==> config.mk <==
export PLATFORM = sky130hd
export DESIGN_NAME = execute_cycle
export DESIGN_NICKNAME = d
export VERILOG_FILES = /design/src/rtl/execute_cycle.sv
export SDC_FILE = /design/constraint.sdc
export NUM_CORES = 2
export LEC_CHECK = 0
export CORE_ASPECT_RATIO = 0.75
export CORE_UTILIZATION = 45
export DETAILED_ROUTE_END_ITERATION = 7
export PLACE_DENSITY = 0.65
export SYNTH_ARGS = -nofsm -noshare
export SYNTH_HDL_FRONTEND = slang
export SYNTH_SLANG_ARGS = --single-unit
==> constraint.sdc <==
create_clock -name clk -period 6.1 [get_ports clk]
set_input_delay 1.83 -clock clk [delete_from_list [all_inputs] [get_ports clk]]
set_output_delay 1.83 -clock clk [all_outputs]
set_load 0.01 [all_outputs]
==> src/rtl/execute_cycle.sv <==
// Execute stage: ALU, branch resolution, flag register, iterative signed
// divider and the E-M pipeline register.
//
// Divider FSM states:
//   state  | meaning
//   IDLE   | no division running; a div/mod op here latches operands and stalls
//   BUSY   | one restoring-division step per cycle, 32 steps, stall held
//   DONE   | quotient/remainder ready; E-M register captures it, stall released
module execute_cycle (
    input  logic        clk,
    input  logic        rst,
    input  logic [31:0] pc_E,
    input  logic [31:0] branch_target_E,
    input  logic [31:0] a_E,
    input  logic [31:0] b_E,
    input  logic [31:0] rd2_E,
    input  logic [31:0] instruction_E,
    input  logic        isRet_E,
    input  logic        isSt_E,
    input  logic        isWb_E,
    input  logic        isBeq_E,
    input  logic        isBgt_E,
    input  logic        isUbranch_E,
    input  logic        isLd_E,
    input  logic        isCall_E,
    input  logic [4:0]  alusignals_E,
    input  logic [3:0]  RD_E,
    output logic [31:0] pc_M,
    output logic [31:0] aluresult_M,
    output logic [31:0] rd2_M,
    output logic [31:0] instruction_M,
    output logic        isSt_M,
    output logic        isLd_M,
    output logic        isWb_M,
    output logic        isCall_M,
    output logic [3:0]  RD_M,
    output logic        isBranchTaken,
    output logic [31:0] branchPC,
    output logic        stall
);

    typedef enum logic [1:0] {
        S_IDLE = 2'd0,
        S_BUSY = 2'd1,
        S_DONE = 2'd2
    } div_state_t;

    localparam logic [4:0] OP_ADD = 5'd0;
    localparam logic [4:0] OP_SUB = 5'd1;
    localparam logic [4:0] OP_MUL = 5'd2;
    localparam logic [4:0] OP_DIV = 5'd3;
    localparam logic [4:0] OP_MOD = 5'd4;
    localparam logic [4:0] OP_CMP = 5'd5;
    localparam logic [4:0] OP_AND = 5'd6;
    localparam logic [4:0] OP_OR  = 5'd7;
    localparam logic [4:0] OP_NOT = 5'd8;
    localparam logic [4:0] OP_MOV = 5'd9;
    localparam logic [4:0] OP_LSL = 5'd10;
    localparam logic [4:0] OP_LSR = 5'd11;
    localparam logic [4:0] OP_ASR = 5'd12;

    // divider state
    div_state_t  state_q, state_d;
    logic [5:0]  cnt_q, cnt_d;
    logic [31:0] quo_q, quo_d;
    logic [31:0] rem_q, rem_d;
    logic [31:0] dvs_q, dvs_d;
    logic        neg_quo_q, neg_quo_d;
    logic        neg_rem_q, neg_rem_d;
    logic        dz_q, dz_d;
    logic        is_mod_q, is_mod_d;

    // flags
    logic        flag_e_q, flag_e_d;
    logic        flag_gt_q, flag_gt_d;

    // E-M register
    logic [31:0] pc_m_q, pc_m_d;
    logic [31:0] alu_m_q, alu_m_d;
    logic [31:0] rd2_m_q, rd2_m_d;
    logic [31:0] instr_m_q, instr_m_d;
    logic        st_m_q, st_m_d;
    logic        ld_m_q, ld_m_d;
    logic        wb_m_q, wb_m_d;
    logic        call_m_q, call_m_d;
    logic [3:0]  rd_m_q, rd_m_d;

    logic        is_div_op;
    logic [4:0]  shamt;
    logic [31:0] alu_res;
    logic [32:0] rem_shift;
    logic [32:0] rem_diff;
    logic [31:0] quo_signed;
    logic [31:0] rem_signed;
    logic [31:0] div_res;

    assign is_div_op = (alusignals_E == OP_DIV) || (alusignals_E == OP_MOD);
    assign shamt     = b_E[4:0];

    // Branch resolution uses the flags as they stand at the start of the cycle.
    assign isBranchTaken = isUbranch_E | (isBeq_E & flag_e_q) | (isBgt_E & flag_gt_q);
    assign branchPC      = isRet_E ? a_E : branch_target_E;

    // Single-cycle ALU; div/mod/cmp and unused opcodes produce 0 here.
    always_comb begin
        alu_res = 32'd0;
        case (alusignals_E)
            OP_ADD: alu_res = a_E + b_E;
            OP_SUB: alu_res = a_E - b_E;
            OP_MUL: alu_res = a_E * b_E;
            OP_AND: alu_res = a_E & b_E;
            OP_OR:  alu_res = a_E | b_E;
            OP_NOT: alu_res = ~b_E;
            OP_MOV: alu_res = b_E;
            OP_LSL: alu_res = a_E << shamt;
            OP_LSR: alu_res = a_E >> shamt;
            OP_ASR: alu_res = $unsigned($signed(a_E) >>> shamt);
            default: alu_res = 32'd0;
        endcase
    end

    // Sign fix-up of the unsigned magnitudes; divide-by-zero forces all-ones quotient.
    always_comb begin
        quo_signed = neg_quo_q ? (32'd0 - quo_q) : quo_q;
        rem_signed = neg_rem_q ? (32'd0 - rem_q) : rem_q;
        if (dz_q) begin
            quo_signed = 32'hFFFF_FFFF;
        end
        div_res = is_mod_q ? rem_signed : quo_signed;
    end

    // Divider FSM and restoring-division datapath; also produces stall.
    always_comb begin
        state_d   = state_q;
        cnt_d     = cnt_q;
        quo_d     = quo_q;
        rem_d     = rem_q;
        dvs_d     = dvs_q;
        neg_quo_d = neg_quo_q;
        neg_rem_d = neg_rem_q;
        dz_d      = dz_q;
        is_mod_d  = is_mod_q;
        stall     = 1'b0;
        rem_shift = {rem_q, quo_q[31]};
        rem_diff  = rem_shift - {1'b0, dvs_q};
        case (state_q)
            S_IDLE: begin
                if (is_div_op) begin
                    stall     = 1'b1;
                    quo_d     = a_E[31] ? (32'd0 - a_E) : a_E;
                    dvs_d     = b_E[31] ? (32'd0 - b_E) : b_E;
                    rem_d     = 32'd0;
                    neg_quo_d = a_E[31] ^ b_E[31];
                    neg_rem_d = a_E[31];
                    dz_d      = (b_E == 32'd0);
                    is_mod_d  = (alusignals_E == OP_MOD);
                    cnt_d     = 6'd32;
                    state_d   = S_BUSY;
                end
            end
            S_BUSY: begin
                stall = 1'b1;
                if (!rem_diff[32]) begin
                    rem_d = rem_diff[31:0];
                    quo_d = {quo_q[30:0], 1'b1};
                end else begin
                    rem_d = rem_shift[31:0];
                    quo_d = {quo_q[30:0], 1'b0};
                end
                cnt_d = cnt_q - 6'd1;
                if (cnt_q == 6'd1) begin
                    state_d = S_DONE;
                end
            end
            S_DONE: begin
                state_d = S_IDLE;
            end
            default: begin
                state_d = S_IDLE;
            end
        endcase
    end

    // E-M register next value and flag update; a stall inserts a bubble.
    always_comb begin
        pc_m_d    = 32'd0;
        alu_m_d   = 32'd0;
        rd2_m_d   = 32'd0;
        instr_m_d = 32'd0;
        st_m_d    = 1'b0;
        ld_m_d    = 1'b0;
        wb_m_d    = 1'b0;
        call_m_d  = 1'b0;
        rd_m_d    = 4'd0;
        flag_e_d  = flag_e_q;
        flag_gt_d = flag_gt_q;
        if (!stall) begin
            pc_m_d    = pc_E;
            rd2_m_d   = rd2_E;
            instr_m_d = instruction_E;
            st_m_d    = isSt_E;
            ld_m_d    = isLd_E;
            wb_m_d    = isWb_E;
            call_m_d  = isCall_E;
            rd_m_d    = RD_E;
            if (isCall_E) begin
                alu_m_d = pc_E + 32'd4;
            end else if (state_q == S_DONE) begin
                alu_m_d = div_res;
            end else begin
                alu_m_d = alu_res;
            end
            if (alusignals_E == OP_CMP) begin
                flag_e_d  = (a_E == b_E);
                flag_gt_d = ($signed(a_E) > $signed(b_E));
            end
        end
    end

    // State, datapath, flag and E-M registers.
    always_ff @(posedge clk or negedge rst) begin
        if (!rst) begin
            state_q   <= S_IDLE;
            cnt_q     <= 6'd0;
            quo_q     <= 32'd0;
            rem_q     <= 32'd0;
            dvs_q     <= 32'd0;
            neg_quo_q <= 1'b0;
            neg_rem_q <= 1'b0;
            dz_q      <= 1'b0;
            is_mod_q  <= 1'b0;
            flag_e_q  <= 1'b0;
            flag_gt_q <= 1'b0;
            pc_m_q    <= 32'd0;
            alu_m_q   <= 32'd0;
            rd2_m_q   <= 32'd0;
            instr_m_q <= 32'd0;
            st_m_q    <= 1'b0;
            ld_m_q    <= 1'b0;
            wb_m_q    <= 1'b0;
            call_m_q  <= 1'b0;
            rd_m_q    <= 4'd0;
        end else begin
            state_q   <= state_d;
            cnt_q     <= cnt_d;
            quo_q     <= quo_d;
            rem_q     <= rem_d;
            dvs_q     <= dvs_d;
            neg_quo_q <= neg_quo_d;
            neg_rem_q <= neg_rem_d;
            dz_q      <= dz_d;
            is_mod_q  <= is_mod_d;
            flag_e_q  <= flag_e_d;
            flag_gt_q <= flag_gt_d;
            pc_m_q    <= pc_m_d;
            alu_m_q   <= alu_m_d;
            rd2_m_q   <= rd2_m_d;
            instr_m_q <= instr_m_d;
            st_m_q    <= st_m_d;
            ld_m_q    <= ld_m_d;
            wb_m_q    <= wb_m_d;
            call_m_q  <= call_m_d;
            rd_m_q    <= rd_m_d;
        end
    end

    assign pc_M          = pc_m_q;
    assign aluresult_M   = alu_m_q;
    assign rd2_M         = rd2_m_q;
    assign instruction_M = instr_m_q;
    assign isSt_M        = st_m_q;
    assign isLd_M        = ld_m_q;
    assign isWb_M        = wb_m_q;
    assign isCall_M      = call_m_q;
    assign RD_M          = rd_m_q;

endmodule

==> Yosys cells after proc, flatten, opt, wreduce, memory -nomap -nowiden <==
Cells that the tools add are included.
{ "op_classes": {"mux": 32, "shifts": 3, "n_reduce_logical": 9, "magnitude_cmp": 1, "n_addsub": 9, "n_eq_ne": 18, "n_bitwise": 9, "multipliers": 1, "n_div": 0} }
{ "ops": {"columns": ["op", "n"], "rows": [
  ["$mux W32", 16],
  ["$pmux W32 S10", 1],
  ["$pmux W32 S2", 2],
  ["$sub A1 B32 Y32 const A", 4],
  ["$sub A33 B32 Y33", 1],
  ["$add A32 B3 Y32 const B", 1],
  ["$add A32 B32 Y32", 1],
  ["$and A32 B32 Y32", 1],
  ["$eq A32 B32 Y1", 1],
  ["$gt A32 B32 Y1", 1],
  ["$logic_not A32 Y1", 1],
  ["$mul A32 B32 Y32", 1],
  ["$not A32 Y32", 1],
  ["$or A32 B32 Y32", 1],
  ["$shl A32 B5 Y32", 1],
  ["$shr A32 B5 Y32", 1],
  ["$sshr A32 B5 Y32", 1],
  ["$sub A32 B32 Y32", 1],
  ["$eq A5 B4 Y1 const B", 5],
  ["$eq A5 B3 Y1 const B", 4],
  ["$pmux W6 S2", 1],
  ["$eq A5 B2 Y1 const B", 2],
  ["$reduce_and A2 Y1", 4],
  ["$eq A6 B1 Y1 const B", 1],
  ["other kinds (19)", 28]
]} }
{ "totals": {"latchBits": 0, "memories": 0, "regBits": 246, "mem_bits_rw": 0, "output_inout_bits": 170, "mem_bits_ro": 0, "input_bits": 211} }

==> Logic depth before layout (Yosys ltp) <==
{ "logic_depth": {"word_depth": 7, "depth_mapped": 33} }

==> Worst setup path after synthesis <==
No wires, ideal clock.
{ "synth_timing": {"kind": "input to register", "start": "input b_E[2]", "end": "register alu_m_q[31], in the netlist aluresult_M[31]", "required_time_ps": 5981, "arrival_ps": 9792, "cell_stages": 31, "path_buffers": 5, "setup_slack_ps": -3811, "path_cell_list": "clkbuf_1 -> inv_2 -> buf_1 -> buf_1 -> clkbuf_1 -> buf_1 -> nor2_1 -> fa_1 -> inv_1 -> fa_1 -> fa_1 -> fa_1 -> inv_1 -> fa_1 -> inv_1 -> fa_1 -> inv_1 -> fa_1 -> fa_1 -> ha_1 -> a21o_1 -> a21o_1 -> a21oi_1 -> o21a_1 -> o31ai_1 -> a41o_1 -> a311oi_1 -> a21oi_1 -> xnor2_1 -> nor2_1 -> o21a_1"} }
{ "synth_between": {"elab_chain_cells": 5} }
{ "synth_lines": {"columns": ["element", "line", "rtl"], "rows": [
  ["start: declaration", "15", "input logic [31:0] b_E,"],
  ["$mul A32 B32 Y32, or another cell as far along", "110", "OP_MUL: alu_res = a_E * b_E;"],
  ["$pmux W32 S10 (*)", "107", "case (alusignals_E)"],
  ["$mux W32 (*)", "208", "end else if (state_q == S_DONE) begin"],
  ["$mux W32 (*)", "206", "if (isCall_E) begin"],
  ["$mux W32 (*)", "197", "if (!stall) begin"],
  ["named net alu_m_d[31]", "79", "logic [31:0] alu_m_q, alu_m_d;"],
  ["end signal: assignment", "256", "alu_m_q <= alu_m_d;"],
  ["end: declaration", "79", null]
]} }
The timed path passes the listed nets; every way through them passes the cells marked *.
A chain may end at the register's enable or synchronous reset.

==> Worst setup path in the final report <==
{ "layout_timing": {"start": "input b_E[4]", "end": "register alu_m_q[30], in the netlist aluresult_M[30]"} }
Same word-level chain as after synthesis.

==> results.md <==
* Post-synth top flop: dfrtp_1
* Multi-input logic area at 0.0304 sq mm
* CTS tree: yes
* I/O Buffers at 380
* Distinct cells, synth at 84
* Largest stage delay, worst path at 0.57 ns
* Initial antenna violation count at 14
* Critical Path RT at 6.55 ns
* CP bufs+invs at 8
* Path type of the worst min-delay path: reg -> reg
* Synthesis Warnings at 0
* Syn avg cell area at 8.26 sq um
* Top delay family on crit path: adder cells
* Routability Congestion at 1.07
* # nets final at 6262
* Starting Density at 45.9%
* Mapped Area at 0.0381 sq mm
* Slew headroom at -4.39%
* Final Util at 60.8%
* Sequential area share after synthesis at 16.2%
* CTS clk-pin slew, worst paths at 0.08 ns
* CP endpoint kind: flip-flop
* Wire length per cell at 30.0 um
* Fillers at 7308
* Die H at 254 um
* Core ar. at 0.0830 sq mm
* Clock latency reported for the late side of the worst-skew pair at 0.56 ns
* ANT nets after route at 0
* Total track usage at 45.1%
* First-iteration detailed-routing DRC count at 4904
* Critical Path Fanout Max at 4
* Cell row count at 91
* Final min period at 8.18 ns
* Maximum clock frequency at 122 MHz
* Die X at 338 um
* Post-synth ARST share at 100%
* Critical Path Most Common Cell: fa_1
* Initial DRT Pass Iterations at 6
* Max Cap Violations at 0
* Sequential cell area at 0.00616 sq mm
* Share of layout cells above drive strength 1 at 22.1%
* Total Routed Length at 195000 um
* Final Setup Violations at 26
* Post-synthesis register bit count at 246
* Failing checks: slew limit, setup timing
* Hold buffer count at cts at 0
* Drt drc at 0
* WP data arrival at 8.63 ns
* TritonCTS Buffers at 23
* Max clock buf depth at 3
* Setup crit start: b_E[4]
* Vias in the first global route at 38200
* Num Clock Sinks at 246
* Wire length of the first global-routing pass at 275000 um
* Count leader, synth: nor2_1
* Via count at 40000
* Post-Syn Nets at 5490
* P&R area growth vs syn at 32.6%
* Full die area at 0.0858 sq mm
* Status: finished with violations
* Most frequent cells after synthesis: nor2_1 (562), inv_1 (503), nand2_1 (448), fa_1 (411), clkbuf_1 (274)
* Setup Skew at 0.0280 ns
* Hold Vio Cnt, Final at 0
* RSZ-0062 raised after global routing: true
* Root Driver: clkbuf_16
* Vias per cell at 6.14
* H-tree depth at 1
* Final Max Slew Viols at 2
* Slew @ Worst Pin at 1.57 ns
* Dominant cell type by area after synthesis: fa_1
* Post-synth EDFFs at 0
* Critical path's slowest cell: fa_1
* Gr ovfl total at 0
* Worst R2R Start: quo_q[31]
* Final worst-path cycle share at 134%
* DP HPWL at 158000 um
* Beginning of the worst hold path: cnt_q[5]
* CP Launch Type: primary input
* Post-synth top area share at 21.6%
* I/O pin count at 381
* Pin count of the biggest net entering global routing at 111
* Gate count after technology mapping at 4609
* Largest cells by area after synthesis: fa_1 (22%), dfrtp_1 (16%), ha_1 (8.5%)
* Setup WS post-layout at -2.08 ns
* Crit Path Category: in -> reg
==> layer usage <==
metal	GRT usage (%)	part of all wire [%]
met5	0	0.066
met4	14.1	3.7
met3	19.9	16
met2	61.1	39
met1	63.5	41
==> cell families after synthesis <==
kind of cell               synth area share, %
xor gates and xnor gates                  6.14
and+or+nand+nor                           16.6
muxes                                     5.38
adders and majority gates                 30.1
DFF                                       16.2
AOI/OAI and AO/OA                         17.1
buffers and inverters                     8.48
==> flip-flops by register name (all words and copies together) (netlist names), 2 cells and up <==
name	count
state_q	2
cnt_q	6
dvs_q	32
instruction_M	32
rd2_M	32
rem_q	32
RD_M	4
quo_q	32
pc_M	32
aluresult_M	32
==> through the flow <==
| step | setup TNS (ns) | hold WS, ns | instance area (sq um) | std cells | worst slack (ns) |
|---|---|---|---|---|---|
| final | -43.63 | 0.476 | 50500 | 6514 | -2.08 |
| after global routing | -47.10 | 0.503 | 50500 | 6509 | -2.24 |
| after CTS | -40.59 | 0.481 | 50200 | 6496 | -2.01 |
| after detailed placement | -75.04 | 0.472 | 47400 | 6401 | -3.25 |
| after global placement | -73.25 | 0.464 | 47400 | 6401 | -3.17 |
| after floorplan | -47.30 | 0.446 | 38500 | 4609 | -2.54 |
==> layout make-up <==
type                       count  area share (%)
timing repair inverter         1          0.0124
sequential                   246            12.2
tap                         1116            2.77
antenna                        6          0.0297
inverter                     522            4.08
clock buffer                  31            1.26
clock inverter                 5          0.0694
multi-input combinational   3509            60.3
timing repair buffer        1078            19.3
==> repair_timing <==
action | 4_1_cts | 5_1_grt
resized for setup | 530 | 58
cloned | 1 | 0
setup endpoints to repair | 28 | 28
pin swaps | 183 | 54
buffers inserted | 61 | 10
==> cells in the final DEF (no fill, tap or decap), types with 208 or more instances in the layout <==
cell,netlist,routed
buf_4,0,603
nor2_1,562,496
inv_1,503,455
nand2_1,448,441
fa_1,411,374
clkdlybuf4s50_1,0,330
dfrtp_1,246,246
o21ai_0,256,244
a21oi_1,230,208
ha_1,259,208
==> final timing paths <==
path                                   endpoint  slack [ns]  depth (start not counted)
worst max register to register         rem_q[0]        1.41                         16
min in group asynchronous              cnt_q[1]        1.34                          1
max in group asynchronous             quo_q[10]        3.60                          2
worst min register to register         cnt_q[5]        0.48                          1
worst min-delay path                   cnt_q[5]        0.48                          1
worst max-delay path            aluresult_M[30]       -2.08                         28
Power is left out: the tool's default activity adds up to more than one toggle a clock period on the data nets, which glitch-free logic cannot reach.
